`src/rtl/pwm_capture_pkg.sv`:
```
// -----------------------------------------------------------------------------
// pwm_capture_pkg
// Shared types for the PWM capture block and for host-side logic that
// consumes its measurements.
//   PWM_BITS            default counter / measurement width
//   pwm_capture_state_t capture FSM states (IDLE, HIGH, LOW)
//   pwm_meas_t          one measurement: high time, period, timeout flag
// -----------------------------------------------------------------------------
`timescale 1ns/1ps

package pwm_capture_pkg;

    localparam int PWM_BITS = 11;

    typedef enum logic [1:0] {
        IDLE = 2'd0,
        HIGH = 2'd1,
        LOW  = 2'd2
    } pwm_capture_state_t;

    typedef struct packed {
        logic [PWM_BITS-1:0] high;
        logic [PWM_BITS-1:0] period;
        logic                timeout;
    } pwm_meas_t;

endpackage

```
`src/rtl/bit_synchronizer.sv`:
```
// -----------------------------------------------------------------------------
// bit_synchronizer
// Multi-flop synchronizer for a single asynchronous level into the clk domain.
// Reusable for any slow pin input.
//   STAGES  number of flops in the chain (2 or more)
//   clk     destination clock
//   reset   asynchronous, active-high; clears the chain to 0
//   d       asynchronous input level
//   q       synchronized level, STAGES cycles behind d
// -----------------------------------------------------------------------------
`timescale 1ns/1ps

module bit_synchronizer #(
    parameter int STAGES = 2
) (
    input  logic clk,
    input  logic reset,
    input  logic d,
    output logic q
);

    logic [STAGES-1:0] chain;

    always_ff @(posedge clk or posedge reset) begin
        if (reset) begin
            chain <= '0;
        end else begin
            chain <= {chain[STAGES-2:0], d};
        end
    end

    assign q = chain[STAGES-1];

endmodule

```
`src/rtl/pwm_capture.sv`:
```
// -----------------------------------------------------------------------------
// pwm_capture
// Measures high time and period of an asynchronous PWM input in clk cycles.
// A window ends on a rising edge (from HIGH or LOW) or on a timeout; the
// first, partial window after reset is discarded. Results leave through a
// one-entry valid/ready register; a result arriving while the register is
// full and not being read is dropped and flagged in a sticky overrun bit.
//   BITS, SYNC_STAGES  counter width, synchronizer depth
//   clk, reset         clock, asynchronous active-high reset
//   pwm_in             asynchronous PWM input
//   timeout_max        period timeout in cycles (0 = only the all-ones limit)
//   meas_valid/ready   output handshake
//   meas_high/period   measured high and total cycles
//   meas_timeout       window was closed by timeout rather than a rise
//   overrun/_clr       sticky drop flag and its clear
// -----------------------------------------------------------------------------
`timescale 1ns/1ps

module pwm_capture
    import pwm_capture_pkg::*;
#(
    parameter int BITS        = 11,
    parameter int SYNC_STAGES = 2
) (
    input  logic            clk,
    input  logic            reset,
    input  logic            pwm_in,
    input  logic [BITS-1:0] timeout_max,
    output logic            meas_valid,
    input  logic            meas_ready,
    output logic [BITS-1:0] meas_high,
    output logic [BITS-1:0] meas_period,
    output logic            meas_timeout,
    output logic            overrun,
    input  logic            overrun_clr
);

    typedef struct packed {
        logic [BITS-1:0] high;
        logic [BITS-1:0] period;
        logic            timeout;
    } meas_t;

    logic               s;
    logic               s_d;
    logic               rise;
    logic               fall;
    pwm_capture_state_t state;
    pwm_capture_state_t state_d;
    logic [BITS-1:0]    period_cnt;
    logic [BITS-1:0]    high_cnt;
    logic               timeout_hit;
    logic               edge_emit;
    logic               emit;
    logic               slot_free;
    meas_t              new_meas;

    // ---- input synchronization and edge detection ----
    bit_synchronizer #(
        .STAGES(SYNC_STAGES)
    ) u_sync (
        .clk  (clk),
        .reset(reset),
        .d    (pwm_in),
        .q    (s)
    );

    always_ff @(posedge clk or posedge reset) begin
        if (reset) begin
            s_d <= 1'b0;
        end else begin
            s_d <= s;
        end
    end

    assign rise = s & ~s_d;
    assign fall = ~s & s_d;

    // ---- capture FSM ----
    always_ff @(posedge clk or posedge reset) begin
        if (reset) begin
            state <= IDLE;
        end else begin
            state <= state_d;
        end
    end

    // Edges alone drive the state; a timeout never changes it.
    always_comb begin
        state_d = state;
        if (rise) begin
            state_d = HIGH;
        end else if (fall) begin
            state_d = LOW;
        end
    end

    // ---- window counters and completion ----
    // The all-ones check keeps period_cnt from ever wrapping, so high_cnt
    // (never larger than period_cnt) cannot wrap either.
    assign timeout_hit = ~rise &
                         (((timeout_max != '0) && (period_cnt >= timeout_max)) ||
                          (&period_cnt));
    // A rise out of IDLE only opens the first window; nothing to report yet.
    assign edge_emit   = rise && (state != IDLE);
    assign emit        = edge_emit || timeout_hit;

    always_ff @(posedge clk or posedge reset) begin
        if (reset) begin
            period_cnt <= '0;
            high_cnt   <= '0;
        end else if (rise) begin
            // The rise cycle itself is high and belongs to the new window.
            period_cnt <= BITS'(1);
            high_cnt   <= BITS'(1);
        end else if (timeout_hit) begin
            period_cnt <= '0;
            high_cnt   <= '0;
        end else begin
            period_cnt <= period_cnt + BITS'(1);
            high_cnt   <= high_cnt + BITS'(s);
        end
    end

    // ---- one-entry output register ----
    assign slot_free = ~meas_valid | meas_ready;

    always_comb begin
        new_meas         = '0;
        new_meas.high    = high_cnt;
        new_meas.period  = period_cnt;
        new_meas.timeout = ~edge_emit;
    end

    always_ff @(posedge clk or posedge reset) begin
        if (reset) begin
            meas_valid   <= 1'b0;
            meas_high    <= '0;
            meas_period  <= '0;
            meas_timeout <= 1'b0;
        end else if (emit && slot_free) begin
            meas_valid   <= 1'b1;
            meas_high    <= new_meas.high;
            meas_period  <= new_meas.period;
            meas_timeout <= new_meas.timeout;
        end else if (meas_valid && meas_ready) begin
            meas_valid   <= 1'b0;
        end
    end

    // A drop on the same cycle as a clear leaves the flag set.
    always_ff @(posedge clk or posedge reset) begin
        if (reset) begin
            overrun <= 1'b0;
        end else if (emit && !slot_free) begin
            overrun <= 1'b1;
        end else if (overrun_clr) begin
            overrun <= 1'b0;
        end
    end

endmodule
```
`config.mk`:
```
export PLATFORM = sky130hd
export DESIGN_NAME = pwm_capture
export DESIGN_NICKNAME = d
export VERILOG_FILES = /design/src/rtl/pwm_capture_pkg.sv /design/src/rtl/bit_synchronizer.sv /design/src/rtl/pwm_capture.sv
export SDC_FILE = /design/constraint.sdc
export NUM_CORES = 1
export LEC_CHECK = 0
export CAP_MARGIN = 10
export CORE_ASPECT_RATIO = 0.9
export CORE_MARGIN = 2
export CORE_UTILIZATION = 25
export DETAILED_ROUTE_END_ITERATION = 16
export PLACE_DENSITY_LB_ADDON = 0.08
export SLEW_MARGIN = 25
export SYNTH_ARGS = -nofsm -noshare
export SYNTH_HDL_FRONTEND = slang
export SYNTH_SLANG_ARGS = --single-unit
```
`constraint.sdc`:
```
create_clock -name clk -period 1.9 [get_ports clk]
set_input_delay 0.285 -clock clk [delete_from_list [all_inputs] [get_ports clk]]
set_output_delay 0.285 -clock clk [all_outputs]
set_load 0.01 [all_outputs]
```
==> impl_metrics.env <==
export IMPL_gp_congestion=0.7654
export IMPL_die_area_um2=13270
export IMPL_initial_core_util_pct=25.60
export IMPL_p_per_area_nw_per_um2=736.3
export IMPL_h_tree_depth=2
export IMPL_routedWlPerCell_um=15.20
export IMPL_fin_crit_ns=2.000
export IMPL_postSynthCellCount=358
export IMPL_p_sw_share_pct=30.34
export IMPL_rsz0062_at_grt="yes"
export IMPL_layout_setup_ws_ns=-0.09957
export IMPL_clkPwrFrac_pct=30.1
export IMPL_first_iter_violations=121
export IMPL_coreArea_um2=12080
export IMPL_clock_fmax_mhz=500.1
export IMPL_tritoncts="built"
export IMPL_synth_nets=389
export IMPL_power_internal_mw=2.359
export IMPL_nNetsFinal=469
export IMPL_critPathArrivalTime_ns=2.21
export IMPL_drive_above_1_share_pct=31.12
export IMPL_switchingPower_mw=1.028
export IMPL_cp_end_kind="flop"
export IMPL_die_x_um=121.2
export IMPL_clk_latency_ns=0.29
export IMPL_synth_area_leaders="dfrtp_1, o211ai_2, nand2_1"
export IMPL_vias_per_cell=4.601
export IMPL_hold_worst_slack_ns=0.3605
export IMPL_drv_slew=0
export IMPL_outcome="complete, but fails checks"
export IMPL_maxCapViolations=0
export IMPL_grt_max_degree=53
export IMPL_synth_area_um2=3092
export IMPL_cts_sinks=52
export IMPL_synth_top_area_share_pct=42.09
export IMPL_required_ns=2.11
export IMPL_die_y_um=109.5
export IMPL_grt_pass1_vias=2869
export IMPL_synth_area_leader_cell="dfrtp_1"
export IMPL_cts_root_buf="clkbuf_16"
export IMPL_grt_use_total_pct=14.44
export IMPL_antenna_cells=0
export IMPL_comb_power_share_pct=31.1
export IMPL_relSlewSlack_pct=75.99
export IMPL_crit_path_max_fanout=7
export IMPL_irDropWorstVdd_mv=0.3142
export IMPL_final_hold_viol_count=0
export IMPL_pwr_share_seq_pct=38.8
export IMPL_syn_area_per_cell_um2=8.636
export IMPL_worst_setup_path_type="in2reg"
export IMPL_total_power_mw=3.386
export IMPL_leakagePower_nw=2.123
export IMPL_clkTransAtPathRegs_ns=0.07
export IMPL_yosysSeqAreaShare_pct=42.09
export IMPL_hold_class="reg2reg"
export IMPL_io_pins=41
export IMPL_tightest_slew_ns=0.3574
export IMPL_worst_clock_skew_ns=0.006727
export IMPL_final_period_utilization_pct=105.2
export IMPL_wirelength_um=9077
export IMPL_dr_pass1_iters=4
export IMPL_cts_buffers=5
export IMPL_vias=2747
export IMPL_setup_viol=30
export IMPL_overflow=0
export IMPL_ant_nets=0
export IMPL_detailedPlace_worstSlack_ns=-0.5925
export IMPL_antenna_found_initial=0
export IMPL_area_growth_synth_to_final_pct=48.77
export IMPL_cp_start_kind="input port"
export IMPL_grt_pass1_wl_um=14910
export IMPL_violations="setup timing"
export IMPL_synth_cell_types=39
export IMPL_yosysWarnings=0
export IMPL_cts_buffer_depth=2
export IMPL_ys_ff_latch=52
export IMPL_io_buffers=40
export IMPL_rows=38
export IMPL_dpl_hpwl_um=5859
export IMPL_drc_errors=0
## cells in the final DEF (no fill, tap or decap), types with 2 or more instances in the layout
| cell | Yosys | routed |
|---|---|---|
| a21o_1 | 5 | 5 |
| a21oi_1 | 23 | 9 |
| a21oi_2 | 0 | 14 |
| and2_4 | 0 | 2 |
| buf_12 | 0 | 7 |
| buf_4 | 0 | 30 |
| buf_6 | 2 | 12 |
| clkbuf_16 | 0 | 6 |
| clkdlybuf4s50_1 | 0 | 31 |
| dfrtp_1 | 52 | 52 |
| dlygate4sd2_1 | 0 | 8 |
| ha_1 | 15 | 7 |
| ha_4 | 0 | 7 |
| inv_1 | 38 | 34 |
| inv_2 | 0 | 4 |
| nand2_1 | 52 | 47 |
| nand2_2 | 0 | 4 |
| nand3_1 | 9 | 7 |
| nand3_2 | 1 | 3 |
| nor2_1 | 45 | 39 |
| nor2_2 | 1 | 5 |
| nor2_4 | 0 | 2 |
| nor3_1 | 28 | 26 |
| nor4_1 | 2 | 2 |
| o211ai_1 | 3 | 3 |
| o211ai_2 | 19 | 19 |
| o21ai_0 | 4 | 4 |
| o21ai_2 | 1 | 2 |
| xnor2_1 | 10 | 9 |
| xor2_1 | 8 | 8 |
## per-layer routing
layer  global-route usage (%)  vias to the layer above  wire (um)
li1                         -                     1360          -
met3                    2.749                        4        259
met1                    20.66                     1340       4768
met4                    2.627                        0         63
met5                        0                        -          0
met2                    22.95                       43       3984
## area by class of cell
class                   count  area (um^2)
multi-input cells         250         1867
flip-flops and latches     52         1301
fillers                  1221         7477
clock buffers               5        125.1
clock inverters             1        30.03
inverters                  38        142.6
repair buffers             91        933.4
well taps                 160        200.2
## worst max-delay path, stage by stage
cell             delay, ns
clkdlybuf4s50_1       0.47
inv_1                 0.05
ha_1                  0.31
a31oi_4               0.09
o311a_1               0.38
o21a_4                0.24
buf_12                0.15
buf_12                0.12
o211ai_2              0.12
## state kept, by name (all words and copies together), names as in the netlist, 2 cells and up
signal	cells
meas_high	11
state	2
period_cnt	11
high_cnt	11
u_sync.chain	2
meas_period	11
## power groups by stage
stage	clock, mW	sequential [mW]	combinational, mW
final	1.02	1.31	1.05
after global routing	1.10	1.33	1.17
after CTS	1.05	1.31	0.961
after detailed placement	0	1.33	0.841
after global placement	0	1.33	0.833
after floorplan	0	1.35	0.463
## synth_stat cells (all sizes together)
| master | n |
|---|---|
| nor3 | 28 |
| nand2b | 2 |
| and2 | 3 |
| nor2 | 46 |
| dfrtp | 52 |
| o311a | 1 |
| a31oi | 1 |
| o31ai | 1 |
| or3 | 1 |
| and3 | 2 |
| a2bb2oi | 2 |
| ha | 15 |
| clkbuf | 11 |
| xor2 | 8 |
| o21a | 1 |
| a21oi | 23 |
| nand2 | 52 |
| o211ai | 22 |
| buf | 7 |
| and4 | 1 |
| nor2b | 1 |
| o21ai | 7 |
| o32ai | 1 |
| xnor2 | 10 |
| nand3 | 10 |
| a211oi | 1 |
| nor3b | 1 |
| nor4 | 3 |
| mux2 | 1 |
| inv | 38 |
| a21o | 5 |
| nand4 | 1 |
## repair_timing
item | 4_1_cts | 5_1_grt
endpoints found under the setup margin | 47 | 47
gates resized for setup | 39 | 48
pin swaps | 6 | 33
hold buffers | 0 | 0
gates cloned | 2 | 1
buffers inserted | 5 | 5
## logic make-up (layout without fill, tap and decap cells)
kind of cell | count (synthesis) | count (layout) | share of synthesized area (%)
AND/OR/NAND/NOR | 151 | 151 | 21.93
AO/OA/AOI/OAI | 65 | 65 | 16.96
buffers and inverters | 56 | 135 | 7.487
flip-flops | 52 | 52 | 42.09
XOR/XNOR | 18 | 18 | 5.099
adder cells (fa/ha/maj) | 15 | 15 | 6.070
multiplexers | 1 | 1 | 0.3642
## metrics by stage
step                      cells  area (um^2)  util, %  TNS, ns
final                       597         4599    38.09   -1.278
after global routing        597         4599    38.09   -5.181
after CTS                   592         4372    36.20   -1.192
after detailed placement    579         3958    32.77   -23.29
after global placement      579         3958    32.77   -20.63
after floorplan             358         3123        -  -0.1924
## final timing paths
check / end / slack (ns) / cells past startpoint / start
max in group asynchronous: period_cnt[4] / 1.28 / 3 / reset
hold reg to reg: u_sync.chain[1] / 0.36 / 0 / u_sync.chain[0]
setup reg to reg: meas_high[5] / -0.1 / 9 / period_cnt[0]
hold / removal: u_sync.chain[1] / 0.36 / 0 / u_sync.chain[0]
min in group asynchronous: meas_high[8] / 0.37 / 3 / reset
setup / recovery: meas_high[5] / -0.1 / 9 / timeout_max[1]
No activity file was read; power rests on OpenSTA's default activity.
